File: src/rtl/comparador_serial_ctrl_pkg.sv
`default_nettype none
// ============================================================================
//  Module      : comparador_defs (package)
//  Description : Shared definitions for the serial equality comparator:
//                FSM state encodings and the slice-index width helper.
//  Revision    : 1.0 - initial release
// ============================================================================
package comparador_defs;

    // Encoding 2'd3 is unused; the FSM treats it as illegal and recovers to IDLE.
    typedef enum logic [1:0] {
        ST_IDLE    = 2'd0,
        ST_COMPARE = 2'd1,
        ST_DONE    = 2'd2
    } state_t;

    // Slice index width: at least one bit, even when there is a single slice.
    function automatic int calc_idxw(input int nslice);
        return (nslice > 1) ? $clog2(nslice) : 1;
    endfunction

endpackage
`default_nettype wire

File: src/rtl/comparador2bits.sv
`default_nettype none
// ============================================================================
//  Module      : comparador2bits
//  Description : 2-bit equality cell. o_eq is high when both 2-bit inputs
//                are identical.
//  Ports       : i_a, i_b  [1:0] slices to compare
//                o_eq            1 = slices equal
//  Revision    : 1.0 - initial release
// ============================================================================
module comparador2bits (
    input  logic [1:0] i_a,
    input  logic [1:0] i_b,
    output logic       o_eq
);

    assign o_eq = (i_a == i_b);

endmodule
`default_nettype wire

File: src/rtl/comparador_serial_ctrl.sv
`default_nettype none
// ============================================================================
//  Module      : comparador_serial_ctrl
//  Description : Serial WIDTH-bit equality compare using one shared 2-bit
//                equality cell. Slices are examined LSB first, one per cycle,
//                stopping at the first mismatch.
//  Ports       : clk, rst            clock / synchronous active-high reset
//                start               request, accepted only in IDLE
//                a, b     [WIDTH]    operands, sampled on the accepting edge
//                busy                high while comparing
//                done                one-cycle pulse when the result is valid
//                equal               1 = all slices matched
//                mismatch_idx [IDXW] first mismatching slice (0 when equal)
//  Revision    : 1.0 - initial release
// ============================================================================
module comparador_serial_ctrl
    import comparador_defs::*;
#(
    parameter  int WIDTH  = 8,
    localparam int NSLICE = WIDTH / 2,
    localparam int IDXW   = calc_idxw(NSLICE)
) (
    input  logic            clk,
    input  logic            rst,
    input  logic            start,
    input  logic [WIDTH-1:0] a,
    input  logic [WIDTH-1:0] b,
    output logic            busy,
    output logic            done,
    output logic            equal,
    output logic [IDXW-1:0] mismatch_idx
);

    localparam logic [IDXW-1:0] c_last_slice = IDXW'(NSLICE - 1);

    state_t            r_state;
    state_t            w_next_state;
    logic [WIDTH-1:0]  r_sa;
    logic [WIDTH-1:0]  r_sb;
    logic [IDXW-1:0]   r_cnt;
    logic              r_equal;
    logic [IDXW-1:0]   r_mismatch_idx;
    logic              w_slice_eq;
    logic              w_last_slice;

    // The only compare path: the low slice of each shift register.
    comparador2bits u_cell (
        .i_a  (r_sa[1:0]),
        .i_b  (r_sb[1:0]),
        .o_eq (w_slice_eq)
    );

    assign w_last_slice = (r_cnt == c_last_slice);

    // ------------------------------------------------------------------------
    // FSM state register
    // ------------------------------------------------------------------------
    always_ff @(posedge clk) begin
        if (rst) begin
            r_state <= ST_IDLE;
        end else begin
            r_state <= w_next_state;
        end
    end

    // ------------------------------------------------------------------------
    // FSM next-state logic
    // ------------------------------------------------------------------------
    always_comb begin
        w_next_state = ST_IDLE;
        case (r_state)
            ST_IDLE: begin
                w_next_state = start ? ST_COMPARE : ST_IDLE;
            end
            ST_COMPARE: begin
                if (!w_slice_eq || w_last_slice) begin
                    w_next_state = ST_DONE;
                end else begin
                    w_next_state = ST_COMPARE;
                end
            end
            ST_DONE: begin
                // start is deliberately ignored here: no queuing.
                w_next_state = ST_IDLE;
            end
            default: begin
                w_next_state = ST_IDLE;
            end
        endcase
    end

    // ------------------------------------------------------------------------
    // Datapath: operand shift registers, slice counter, result registers
    // ------------------------------------------------------------------------
    always_ff @(posedge clk) begin
        if (rst) begin
            r_sa           <= '0;
            r_sb           <= '0;
            r_cnt          <= '0;
            r_equal        <= 1'b0;
            r_mismatch_idx <= '0;
        end else begin
            case (r_state)
                ST_IDLE: begin
                    if (start) begin
                        r_sa           <= a;
                        r_sb           <= b;
                        r_cnt          <= '0;
                        r_equal        <= 1'b0;
                        r_mismatch_idx <= '0;
                    end
                end
                ST_COMPARE: begin
                    if (!w_slice_eq) begin
                        r_equal        <= 1'b0;
                        r_mismatch_idx <= r_cnt;
                    end else if (w_last_slice) begin
                        r_equal        <= 1'b1;
                        r_mismatch_idx <= '0;
                    end else begin
                        r_sa  <= r_sa >> 2;
                        r_sb  <= r_sb >> 2;
                        r_cnt <= r_cnt + 1'b1;
                    end
                end
                default: begin
                    // DONE and the illegal encoding hold the results.
                end
            endcase
        end
    end

    // All outputs come straight from registers or a decode of the state register.
    assign busy         = (r_state == ST_COMPARE);
    assign done         = (r_state == ST_DONE);
    assign equal        = r_equal;
    assign mismatch_idx = r_mismatch_idx;

endmodule
`default_nettype wire

File: config.mk
export PLATFORM = sky130hd
export DESIGN_NAME = comparador_serial_ctrl
export DESIGN_NICKNAME = d
export VERILOG_FILES = /design/src/rtl/comparador_serial_ctrl_pkg.sv /design/src/rtl/comparador2bits.sv /design/src/rtl/comparador_serial_ctrl.sv
export SDC_FILE = /design/constraint.sdc
export NUM_CORES = 1
export LEC_CHECK = 0
export CORE_UTILIZATION = 40
export CTS_BUF_LIST = sky130_fd_sc_hd__clkbuf_8
export CTS_CLUSTER_SIZE = 8
export DETAILED_ROUTE_END_ITERATION = 16
export PLACE_DENSITY_LB_ADDON = 0.05
export SYNTH_ARGS = -nofsm -noshare
export SYNTH_HDL_FRONTEND = slang
export SYNTH_SLANG_ARGS = --single-unit
File: constraint.sdc
create_clock -name clk -period 2 [get_ports clk]
set_clock_uncertainty 0.1 [all_clocks]
set_input_delay 0.3 -clock clk [delete_from_list [all_inputs] [get_ports clk]]
set_output_delay 0.3 -clock clk [all_outputs]
set_load 0.01 [all_outputs]
# After elaboration in Yosys (flattened, before gate mapping)
# Index checks and enable logic that the tools add are counted.
[totals] register_bits=23 inputBits=19 output_inout_bits=5 elab_cells=43
[classes] n_addsub=1 n_eq_ne=8 mux=22 reduce_logical=6
[op_table] op="8-bit two-way mux" n=6
[op_table] op="8-bit case mux with 2 select lines" n=2
[op_table] op="2-bit two-way mux" n=6
[op_table] op="2-bit case mux with 2 select lines" n=3
[op_table] op="2-bit equality test, second input constant" n=2
[op_table] op="1-bit two-way mux" n=4
[op_table] op="2-bit inequality test, second input constant" n=2
[op_table] op="4-bit AND reduction" n=1
[op_table] op="3-bit by 2-bit inequality test with 1-bit output, second input constant" n=1
[op_table] op="3-bit AND reduction" n=1
[op_table] op="2-bit by 1-bit adder with 2-bit output, second input constant" n=1
[op_table] op="2-bit by 1-bit equality test with 1-bit output, second input constant" n=1
[op_table] op="2-bit equality test" n=1
[op_table] op="2-bit zero test" n=1
[op_table] op="2-bit by 1-bit inequality test with 1-bit output, second input constant" n=1
[op_table] op="1-bit case mux with 2 select lines" n=1
[op_table] op="2-bit nonzero test" n=1
[op_table] op="1-bit zero test" n=1
[op_table] op="1-bit logical OR" n=1

# Logic depth before layout (Yosys ltp)
# Gate-level depths: netlist of the first run.
[logic_depth] depth_word=5 depth_mapped=6 depth_no_buf=5

# By module
# From an unflattened synthesis of the first run, not the netlist that was laid out.
[hier_totals] cells_unflattened=105 hier_area_um2=1154.9
[by_module_without_submodules] mod="comparador_serial_ctrl" instances=1 cells_each=102 area_per_inst_um2=1133.6 seq_area_each_um2=460.4
[by_module_without_submodules] mod="comparador2bits" instances=1 cells_each=3 area_per_inst_um2=21.3 seq_area_each_um2=0.0

# Worst setup path before layout of the first run
# Ideal clock, no wire load.
[synth_path] kind="reg2reg" start="reg r_cnt[0]" end="reg r_cnt[0]" setup_time_ns=0.063 arrival_time_ns=1.701 required_time_ns=1.837 path_slack_ns=0.136 stages_incl_launch_ff=7 n_path_buf=1 period_less_slack_ns=1.864 cell_sequence="dfxtp_1 -> ha_1 -> or3b_4 -> or3_1 -> buf_2 -> mux2_2 -> nor2_2"
[synth_between] elab_chain_len=4 word_cells_on_any_way=7
[synth_lines] element="start, declared" line="comparador_serial_ctrl.sv:40" rtl="logic [IDXW-1:0] r_cnt;"
[synth_lines] element="start signal, assigned" line="comparador_serial_ctrl.sv:123" rtl="r_cnt <= r_cnt + 1'b1;"
[synth_lines] element="2-bit by 1-bit adder with 2-bit output" line="comparador_serial_ctrl.sv:123"
[synth_lines] element="2-bit two-way mux" line="comparador_serial_ctrl.sv:117" rtl="end else if (w_last_slice) begin"
[synth_lines] element="2-bit two-way mux" line="comparador_serial_ctrl.sv:114" rtl="if (!w_slice_eq) begin"
[synth_lines] element="2-bit case mux with 2 select lines" line="comparador_serial_ctrl.sv:103" rtl="case (r_state)"
# Parallel ways exist; a longest one is shown, timed or not. The select of a mux whose other input is x is not followed.
# A chain may end at the register's enable or synchronous reset.

# Final worst setup path of the first run
[layout_path] start="reg r_cnt[0]" end="reg r_sb[4]"
[layout_between] elab_chain_len=3
[layout_lines] element="2-bit equality test" line="comparador_serial_ctrl.sv:53" rtl="assign w_last_slice = (r_cnt == c_last_slice);"
[layout_lines] element="2-bit inequality test (no line)"
[layout_lines] element="4-bit AND reduction (no line)"
[layout_lines] element="end signal, assigned" line="comparador_serial_ctrl.sv:122" rtl="r_sb <= r_sb >> 2;"
[layout_lines] element="end, declared" line="comparador_serial_ctrl.sv:39" rtl="logic [WIDTH-1:0] r_sb;"
# No other way between the ends.

==> results of run 1 <==
## flip-flops by register name, indices dropped and copies added, names as in the netlist
signal        flops
r_sb              8
equal             1
r_cnt             2
r_state           2
r_sa              8
mismatch_idx      2
## repair_timing
item,in CTS,in global routing
gates resized for setup,1,5
buffers inserted,0,3
pin swaps,0,6
setup endpoints to repair,1,4
hold endpoints to repair,0,0
hold buffers,0,0
## power by group
part           switching, W  total, W  internal, W
combinational      0.000202  0.000421     0.000219
clock              0.000139  0.000276     0.000137
sequential        0.0000468  0.000567     0.000520
total              0.000388   0.00126     0.000876
## stage by stage
stage	cell area (sq um)	std cells	setup slack, ps	power, W
floorplan	1060	113	136	0.000832
global placement	1370	166	-8.07	0.000969
detailed placement	1370	166	-71.3	0.000978
CTS	1420	170	43.3	0.00126
global route	1450	173	-3.40	0.00135
finish	1450	173	75.8	0.00126
## cells in the mapped netlist, drive strengths merged
cell | number | area (sq um)
a211oi | 13 | 97.6
a21oi | 6 | 30.0
a31oi | 1 | 6.26
a32o | 2 | 20.0
and2b | 1 | 7.51
buf | 5 | 31.3
clkbuf | 3 | 11.3
dfxtp | 23 | 460
ha | 1 | 12.5
inv | 1 | 3.75
mux2 | 1 | 11.3
mux2i | 12 | 120
nand2 | 5 | 18.8
nand2b | 1 | 6.26
nand3 | 6 | 30.0
nand4 | 2 | 12.5
nand4b | 1 | 8.76
nor2 | 17 | 66.3
nor3 | 2 | 10.0
o21ai | 1 | 5.00
o31ai | 1 | 21.3
or2b | 1 | 7.51
or3 | 1 | 6.26
or3b | 2 | 20.0
xnor2 | 2 | 17.5
xor2 | 2 | 17.5
## cells by family after synthesis
| group | count (synthesis) |
|---|---|
| and+or+nand+nor | 39 |
| AOI/OAI and AO/OA | 24 |
| DFF | 23 |
| muxes | 13 |
| buffers and inverters | 9 |
| xor gates and xnor gates | 4 |
| adders and majority gates | 1 |
## layout make-up
class | count | area, sq um | area share
Clock buffer | 3 | 41.3 | 0.0286
Tap cell | 30 | 37.5 | 0.0260
Multi-Input combinational cell | 81 | 556 | 0.384
Inverter | 1 | 3.75 | 0.00260
Sequential cell | 23 | 463 | 0.320
Clock inverter | 1 | 3.75 | 0.00260
Timing Repair Buffer | 34 | 340 | 0.235
## placed cells by master (no fill, tap or decap)
| cell type | Yosys | layout |
|---|---|---|
| sky130_fd_sc_hd__or3_1 | 1 | 1 |
| sky130_fd_sc_hd__inv_1 | 1 | 2 |
| sky130_fd_sc_hd__dfxtp_2 | 0 | 2 |
| sky130_fd_sc_hd__a31oi_1 | 1 | 1 |
| sky130_fd_sc_hd__nand3_1 | 6 | 6 |
| sky130_fd_sc_hd__buf_4 | 0 | 9 |
| sky130_fd_sc_hd__clkbuf_8 | 0 | 3 |
| sky130_fd_sc_hd__a211oi_1 | 13 | 13 |
| sky130_fd_sc_hd__o21ai_0 | 1 | 1 |
| sky130_fd_sc_hd__ha_2 | 0 | 1 |
| sky130_fd_sc_hd__or3b_2 | 1 | 1 |
| sky130_fd_sc_hd__clkdlybuf4s50_1 | 0 | 22 |
| sky130_fd_sc_hd__or3b_4 | 1 | 1 |
| sky130_fd_sc_hd__and2b_1 | 1 | 1 |
| sky130_fd_sc_hd__a21oi_1 | 6 | 6 |
| sky130_fd_sc_hd__mux2i_1 | 12 | 12 |
| sky130_fd_sc_hd__nor3_1 | 2 | 2 |
| sky130_fd_sc_hd__xnor2_1 | 2 | 2 |
| sky130_fd_sc_hd__a32o_1 | 2 | 2 |
| sky130_fd_sc_hd__o31ai_4 | 1 | 1 |
| sky130_fd_sc_hd__dfxtp_1 | 23 | 21 |
| sky130_fd_sc_hd__or2b_1 | 1 | 1 |
| sky130_fd_sc_hd__dlymetal6s2s_1 | 0 | 1 |
| sky130_fd_sc_hd__mux2_2 | 1 | 1 |
| sky130_fd_sc_hd__buf_12 | 0 | 2 |
| sky130_fd_sc_hd__nand4b_1 | 1 | 1 |
| sky130_fd_sc_hd__xor2_1 | 2 | 2 |
| sky130_fd_sc_hd__nor2_1 | 16 | 16 |
| sky130_fd_sc_hd__nand2_1 | 5 | 5 |
| sky130_fd_sc_hd__nand4_1 | 2 | 2 |
| sky130_fd_sc_hd__nand2b_1 | 1 | 1 |
| sky130_fd_sc_hd__nor2_2 | 1 | 1 |
## worst min-delay path, stage by stage, from the launching register on
cell and delay, ps:
sky130_fd_sc_hd__dfxtp_1 310, sky130_fd_sc_hd__nand3_1 60, sky130_fd_sc_hd__a21oi_1 50
## final timing paths
kind	startpoint	to	slack (ps)
worst min-delay path	r_sa[7]	r_sa[7]	370
worst max-delay path	r_cnt[0]	r_sb[4]	80
worst max register to register	r_cnt[0]	r_sb[4]	80
worst min register to register	r_sa[7]	r_sa[7]	370
## per-layer routing
layer | share of wire | routed length, um | global-route usage | vias up
li1 | - | - | - | 468
met1 | 0.49 | 1080 | 0.211 | 408
met2 | 0.47 | 1040 | 0.288 | 17
met3 | 0.027 | 59 | 0.0345 | 4
met4 | 0.011 | 25 | 0.0658 | 0
met5 | 0 | 0 | 0 | -
==> tab_implementation.tex, run 1 <==
\begin{tabular}{lr}
\hline
Metric & Value \\
\hline
\multicolumn{2}{l}{\textbf{Outcome}} \\
Status & finished, final reports clean \\
\multicolumn{2}{l}{\textbf{STA}} \\
Relative max-transition margin & 0.748 \\
Setup TNS & 0 ps \\
Final critical delay including setup and external delays & roughly 1900 ps \\
Number of pins exceeding their max-slew limit in the final report & 0 \\
Hold Worst Slack & approximately 370 ps \\
Total count of hold-check failures in the final report & 0 \\
Max frequency & 0.520 GHz \\
Slew at the pin closest to its max-slew limit & $\sim$380 ps \\
Number of setup violations in the final report & 0 \\
Ratio of final minimum period to clock period & 0.962 \\
\multicolumn{2}{l}{\textbf{Clock tree}} \\
TritonCTS sink count & 23 \\
Clock buffers created by TritonCTS & 3 \\
CTS H-Tree Depth & 1 \\
Clock transition time at the flip-flop clock pins of the worst setup and hold paths & about 80 ps \\
TritonCTS clock tree & done \\
Maximum buffer depth of the clock tree & 2 \\
Latest clock arrival within the worst-skew pair & between 200 and 300 ps \\
Clk root buf & sky130\_fd\_sc\_hd\_\_clkbuf\_8 \\
\multicolumn{2}{l}{\textbf{Global routing}} \\
Antenna violations before repair & 0 \\
Global-route wire length before repair & 3450 um \\
Aggregate global routing overflow & 0 \\
Largest net degree at the start of global routing & 15 \\
Vias in the first global route & slightly below 800 \\
Overall fraction of global-route tracks in use & 0.171 \\
\multicolumn{2}{l}{\textbf{Critical path}} \\
WP data arrival & around 2000 ps \\
Critical path fanouts, max & 7 \\
Count of cell instances traversed by the critical path & 7 \\
Kind of critical path & reg -> reg \\
Reg2Reg Depth & 7 \\
CP delay by family, top & compound AO/OA/AOI/OAI gates \\
Type of element launching the critical path & flip-flop \\
Highest cell delay on the worst timing path & about 400 ps \\
Critical Path Slowest Stage Cell & sky130\_fd\_sc\_hd\_\_or3b\_4 \\
Sequence of cells on the critical path & ha\_2 -> or3b\_4 -> o31ai\_4 -> buf\_12 -> buf\_4 -> nor2\_1 -> a211oi\_1 \\
Data required time of the critical path & approximately 2100 ps \\
Worst path bufs/invs & 2 \\
Setup crit end kind & flip-flop \\
\multicolumn{2}{l}{\textbf{Cells and area}} \\
Share of layout cells above drive strength 1 & 0.154 \\
Antenna Cells & 0 \\
Fill cells & around 250 \\
Final Core Density & 0.578 \\
Nets & between 150 and 200 \\
Layout overhead on the synthesized area & 36.4\% \\
\multicolumn{2}{l}{\textbf{Synth}} \\
Seq/Total Area, Yosys & 0.434 \\
Post-synthesis simple-gate area fraction & 0.183 \\
Synth cell types & 29 \\
Fraction of the mapped netlist area in compound gates & 0.170 \\
Largest family of logic cells by synthesized area & simple AND/OR/NAND/NOR gates \\
Xor/xnor cell area share of the yosys netlist & 0.0331 \\
Synthesized instance count & approximately 110 \\
Mux contribution to synthesized area & 0.124 \\
Adder and majority cell fraction of the synthesized area & 0.0118 \\
Total nets after synthesis & 133 \\
Average cell area after synthesis & $\sim$9.4 sq um \\
Mapped Area & 1060 sq um \\
Number of warning messages in the yosys log & 0 \\
Synthesized flop and latch total & 23 \\
\multicolumn{2}{l}{\textbf{Detailed routing}} \\
Pre-Repair DR Iteration Count & 4 \\
Via Count & $\sim$900 \\
Detailed router's first-iteration violation count & 10 \\
Total wire length after detailed routing & between 2000 and 2500 um \\
Post-DR wirelength/cell & approximately 13 um \\
Ratio of routed vias to standard cells & just over 5 \\
Post-DRT Antenna Nets & 0 \\
DRC violations left & 0 \\
\multicolumn{2}{l}{\textbf{Power}} \\
PwrDens & around 870 nW/um\^{}2 \\
Leakage power total & slightly above 0.6 nW \\
Peak ir drop on the vdd network & roughly 430 uV \\
\multicolumn{2}{l}{\textbf{Floorplanning}} \\
CORE AREA & between 2000 and 2500 sq um \\
Die Span Y & 53.5 um \\
Number of cell rows & 18 \\
Num ports & 24 \\
Die span in x & about 53 um \\
Floorplan die area & around 2900 sq um \\
Initial core utilization & 0.424 \\
\multicolumn{2}{l}{\textbf{Placement}} \\
Port Buffer Count & 23 \\
Placer Congestion & 0.807 \\
Placed wire-length estimate after detailed placement & about 1600 um \\
\multicolumn{2}{l}{\textbf{Run}} \\
Total of max-cap violations & 0 \\
\multicolumn{2}{l}{\textbf{Min path}} \\
Number of cells traversed by the worst hold path & 2 \\
Class of the tightest hold or removal check & reg -> reg \\
\hline
\end{tabular}
No activity file was read; power rests on OpenSTA's default activity.
==> run 2: changes to the inputs <==
--- a/config.mk
+++ b/config.mk
@@ -9,7 +9,9 @@
 export CTS_BUF_LIST = sky130_fd_sc_hd__clkbuf_8
 export CTS_CLUSTER_SIZE = 8
 export DETAILED_ROUTE_END_ITERATION = 16
+export GPL_ROUTABILITY_DRIVEN = 1
 export PLACE_DENSITY_LB_ADDON = 0.05
 export SYNTH_ARGS = -nofsm -noshare
 export SYNTH_HDL_FRONTEND = slang
 export SYNTH_SLANG_ARGS = --single-unit
+export TNS_END_PERCENT = 50
==> results of run 2 <==
The final DEF is identical to that of run 1; final timing and power are the same.
==> run 3: changes to the inputs <==
--- a/config.mk
+++ b/config.mk
@@ -10,6 +10,7 @@
 export CTS_CLUSTER_SIZE = 8
 export DETAILED_ROUTE_END_ITERATION = 16
 export GPL_ROUTABILITY_DRIVEN = 1
+export GPL_TIMING_DRIVEN = 0
 export PLACE_DENSITY_LB_ADDON = 0.05
 export SYNTH_ARGS = -nofsm -noshare
 export SYNTH_HDL_FRONTEND = slang
==> constraint.sdc (replaced) <==
create_clock -name clk -period 1.7 [get_ports clk]
set_clock_uncertainty 0.1 [all_clocks]
set_input_delay 0.255 -clock clk [delete_from_list [all_inputs] [get_ports clk]]
set_output_delay 0.255 -clock clk [all_outputs]
set_load 0.01 [all_outputs]
==> run 3 against run 2 <==
  * The run now ends with setup timing left
  * Sequential power grew 18%
  * Die area stayed put
  * Worst hold slack better by 4.9 ps
  * First-iteration DRC count fell by 50%
  * Largest cell class unchanged
  * Largest power group unchanged
==> tab_implementation.tex, run 3 (synthesis gave the netlist of run 1 again) <==
\begin{tabular}{lr}
\hline
Metric & Value \\
\hline
\multicolumn{2}{l}{\textbf{Outcome}} \\
Status & finished, violations left \\
Failing checks & setup timing \\
\multicolumn{2}{l}{\textbf{Clock tree}} \\
Maximum buffer depth of the clock tree & 2 (unchanged) \\
Number of buffers inserted for hold repair after clock tree synthesis & 0 (unchanged) \\
Clock transition time at the flip-flop clock pins of the worst setup and hold paths & 90 ps (about the same) \\
Clock buffers created by TritonCTS & 3 (unchanged) \\
TritonCTS clock tree & done \\
Clk root buf & sky130\_fd\_sc\_hd\_\_clkbuf\_8 \\
CTS H-Tree Depth & 1 (unchanged) \\
TritonCTS sink count & 23 (unchanged) \\
Latest clock arrival within the worst-skew pair & 270 ps (about the same) \\
\multicolumn{2}{l}{\textbf{Global routing}} \\
Vias in the first global route & 822 (+3.7\%) \\
Overall fraction of global-route tracks in use & 0.191 (+0.0193) \\
Aggregate global routing overflow & 0 (unchanged) \\
Global-route wire length before repair & 3810 um (+10\%) \\
Largest net degree at the start of global routing & 16 (+1) \\
Antenna violations before repair & 0 (unchanged) \\
\multicolumn{2}{l}{\textbf{Detailed routing}} \\
Via Count & 921 (+2.7\%) \\
Total wire length after detailed routing & 2380 um (+8.0\%) \\
Pre-Repair DR Iteration Count & 4 (unchanged) \\
Ratio of routed vias to standard cells & 5.29 (+2.1\%) \\
Detailed router's first-iteration violation count & 5 (-5) \\
DRC violations left & 0 (unchanged) \\
Post-DRT Antenna Nets & 0 (unchanged) \\
Post-DR wirelength/cell & 13.7 um (+7.4\%) \\
\multicolumn{2}{l}{\textbf{Power}} \\
Leakage power total & 0.609 nW (-2.4\%) \\
PwrDens & 1030 nW/um\^{}2 (+18\%) \\
Peak ir drop on the vdd network & 775 uV (+79\%) \\
Total power of the final layout & 0.00155 W (+23\%) \\
\multicolumn{2}{l}{\textbf{Placement}} \\
Worst setup slack after placement & -518 ps (-447 ps) \\
Placer Congestion & 0.763 (-5.5\%) \\
Placed wire-length estimate after detailed placement & 1670 um (+3.2\%) \\
Port Buffer Count & 23 (unchanged) \\
\multicolumn{2}{l}{\textbf{Run}} \\
Total of max-cap violations & 0 (unchanged) \\
\multicolumn{2}{l}{\textbf{STA}} \\
Final critical delay including setup and external delays & 1870 ps (-56.2 ps) \\
Relative max-transition margin & 0.614 (-0.134) \\
PnR worst setup slack & -168 ps (-244 ps) \\
Total count of hold-check failures in the final report & 0 (unchanged) \\
RSZ-0062 raised after global routing & yes \\
Number of setup violations in the final report & 14 (+14) \\
Slew at the pin closest to its max-slew limit & 580 ps (+203 ps) \\
Number of pins exceeding their max-slew limit in the final report & 0 (unchanged) \\
Max frequency & 0.535 GHz (+3.0\%) \\
Ratio of final minimum period to clock period & 1.10 (+0.137) \\
\multicolumn{2}{l}{\textbf{Cells and area}} \\
Share of layout cells above drive strength 1 & 0.271 (+0.117) \\
Layout overhead on the synthesized area & 42.0\% \\
Antenna Cells & 0 (unchanged) \\
Registers with the most flip-flops & r\_sa: 8 flops, r\_sb: 8 flops \\
Final Core Density & 0.602 (+0.0240) \\
Most common cell after layout, fill and taps aside & sky130\_fd\_sc\_hd\_\_clkdlybuf4s50\_1 \\
Leading cell types in the layout, fill and taps excluded & sky130\_fd\_sc\_hd\_\_clkdlybuf4s50\_1 (22), sky130\_fd\_sc\_hd\_\_dfxtp\_1 (19), sky130\_fd\_sc\_hd\_\_mux2i\_1 (12), sky130\_fd\_sc\_hd\_\_nor2\_1 (11), sky130\_fd\_sc\_hd\_\_a211oi\_2 (7) \\
Nets & 165 (+0.61\%) \\
\multicolumn{2}{l}{\textbf{Floorplanning}} \\
Number of cell rows & 18 (unchanged) \\
Die Span Y & 53.5 um (unchanged) \\
Floorplan die area & 2860 sq um (unchanged) \\
Num ports & 24 (unchanged) \\
CORE AREA & 2500 sq um (unchanged) \\
Initial core utilization & 0.424 (unchanged) \\
Die span in x & 53.5 um (unchanged) \\
\multicolumn{2}{l}{\textbf{Critical path}} \\
Type of element launching the critical path & flip-flop \\
Kind of critical path & reg -> reg \\
Setup crit end kind & flip-flop \\
WP data arrival & 1960 ps (-50 ps) \\
Critical path fanouts, max & 5 (-2) \\
Data required time of the critical path & 1790 ps (-290 ps) \\
\multicolumn{2}{l}{\textbf{Min path}} \\
Class of the tightest hold or removal check & reg -> reg \\
\hline
\end{tabular}
run 3: changes by cell type in the layout (fill, tap and decap cells not counted), moves of 3 or more:
cell                       change
sky130_fd_sc_hd__buf_6         +4
sky130_fd_sc_hd__nor2_1        -5
sky130_fd_sc_hd__buf_4         -3
sky130_fd_sc_hd__a211oi_2      +7
sky130_fd_sc_hd__nor2_2        +5
sky130_fd_sc_hd__a211oi_1      -7
run 3: worst paths after layout:
kind,endpoint,slack [ps],startpoint,cells after the start
max,r_sa[4],-170,r_cnt[1],7
min,r_sa[7],380,r_sa[7],2
max reg2reg,r_sa[4],-170,r_cnt[1],7
min reg2reg,r_sa[7],380,r_sa[7],2
run 3: per-layer routing:
layer | global-route usage | share of wire | vias to the layer above
li1 | - | - | 473
met1 | 0.253 | 0.49 | 426
met2 | 0.298 | 0.47 | 20
met3 | 0.0603 | 0.038 | 2
met4 | 0.0395 | 0.0042 | 0
met5 | 0 | 0 | -
run 3: power breakdown:
group / total (W) / switching, W / internal (W)
Clock: 0.000354 / 0.000188 / 0.000166
Sequential: 0.000669 / 0.0000565 / 0.000613
Combinational: 0.000529 / 0.000271 / 0.000258
Total: 0.00155 / 0.000515 / 0.00104
run 3: what timing repair did:
action / CTS / global route
gates resized for setup: 16 / 9
setup buffers: 5 / 2
pin swaps: 6 / 6
gates cloned: 1 / 0
endpoints found under the setup margin: 20 / 17
run 3: cell type report:
cell class              instances  area [sq um]
fillers                       222           995
multi-input cells              81           618
flip-flops and latches         23           468
repair buffers                 31           299
clock buffers                   3          41.3
well taps                      30          37.5
plain buffers                   4          30.0
clock inverters                 1          7.51
inverters                       1          3.75
run 3: metrics by stage:
step / std cells / TNS, ps / instance area, sq um / hold slack, ps
2_1_floorplan: 113 / -263 / 1080 / 234
3_3_place_gp: 166 / -6680 / 1350 / 353
3_5_place_dp: 166 / -6960 / 1350 / 359
4_1_cts: 173 / -1160 / 1460 / 372
5_1_grt: 174 / -2750 / 1510 / 406
6_report: 174 / -1750 / 1510 / 375
run 3: worst max-delay path, stage by stage, from the launching register on:
cell	delay, ps
sky130_fd_sc_hd__dfxtp_2	350
sky130_fd_sc_hd__ha_4	160
sky130_fd_sc_hd__or3b_4	410
sky130_fd_sc_hd__o31ai_4	310
sky130_fd_sc_hd__buf_6	160
sky130_fd_sc_hd__buf_6	120
sky130_fd_sc_hd__nor2_1	50
sky130_fd_sc_hd__a211oi_2	140
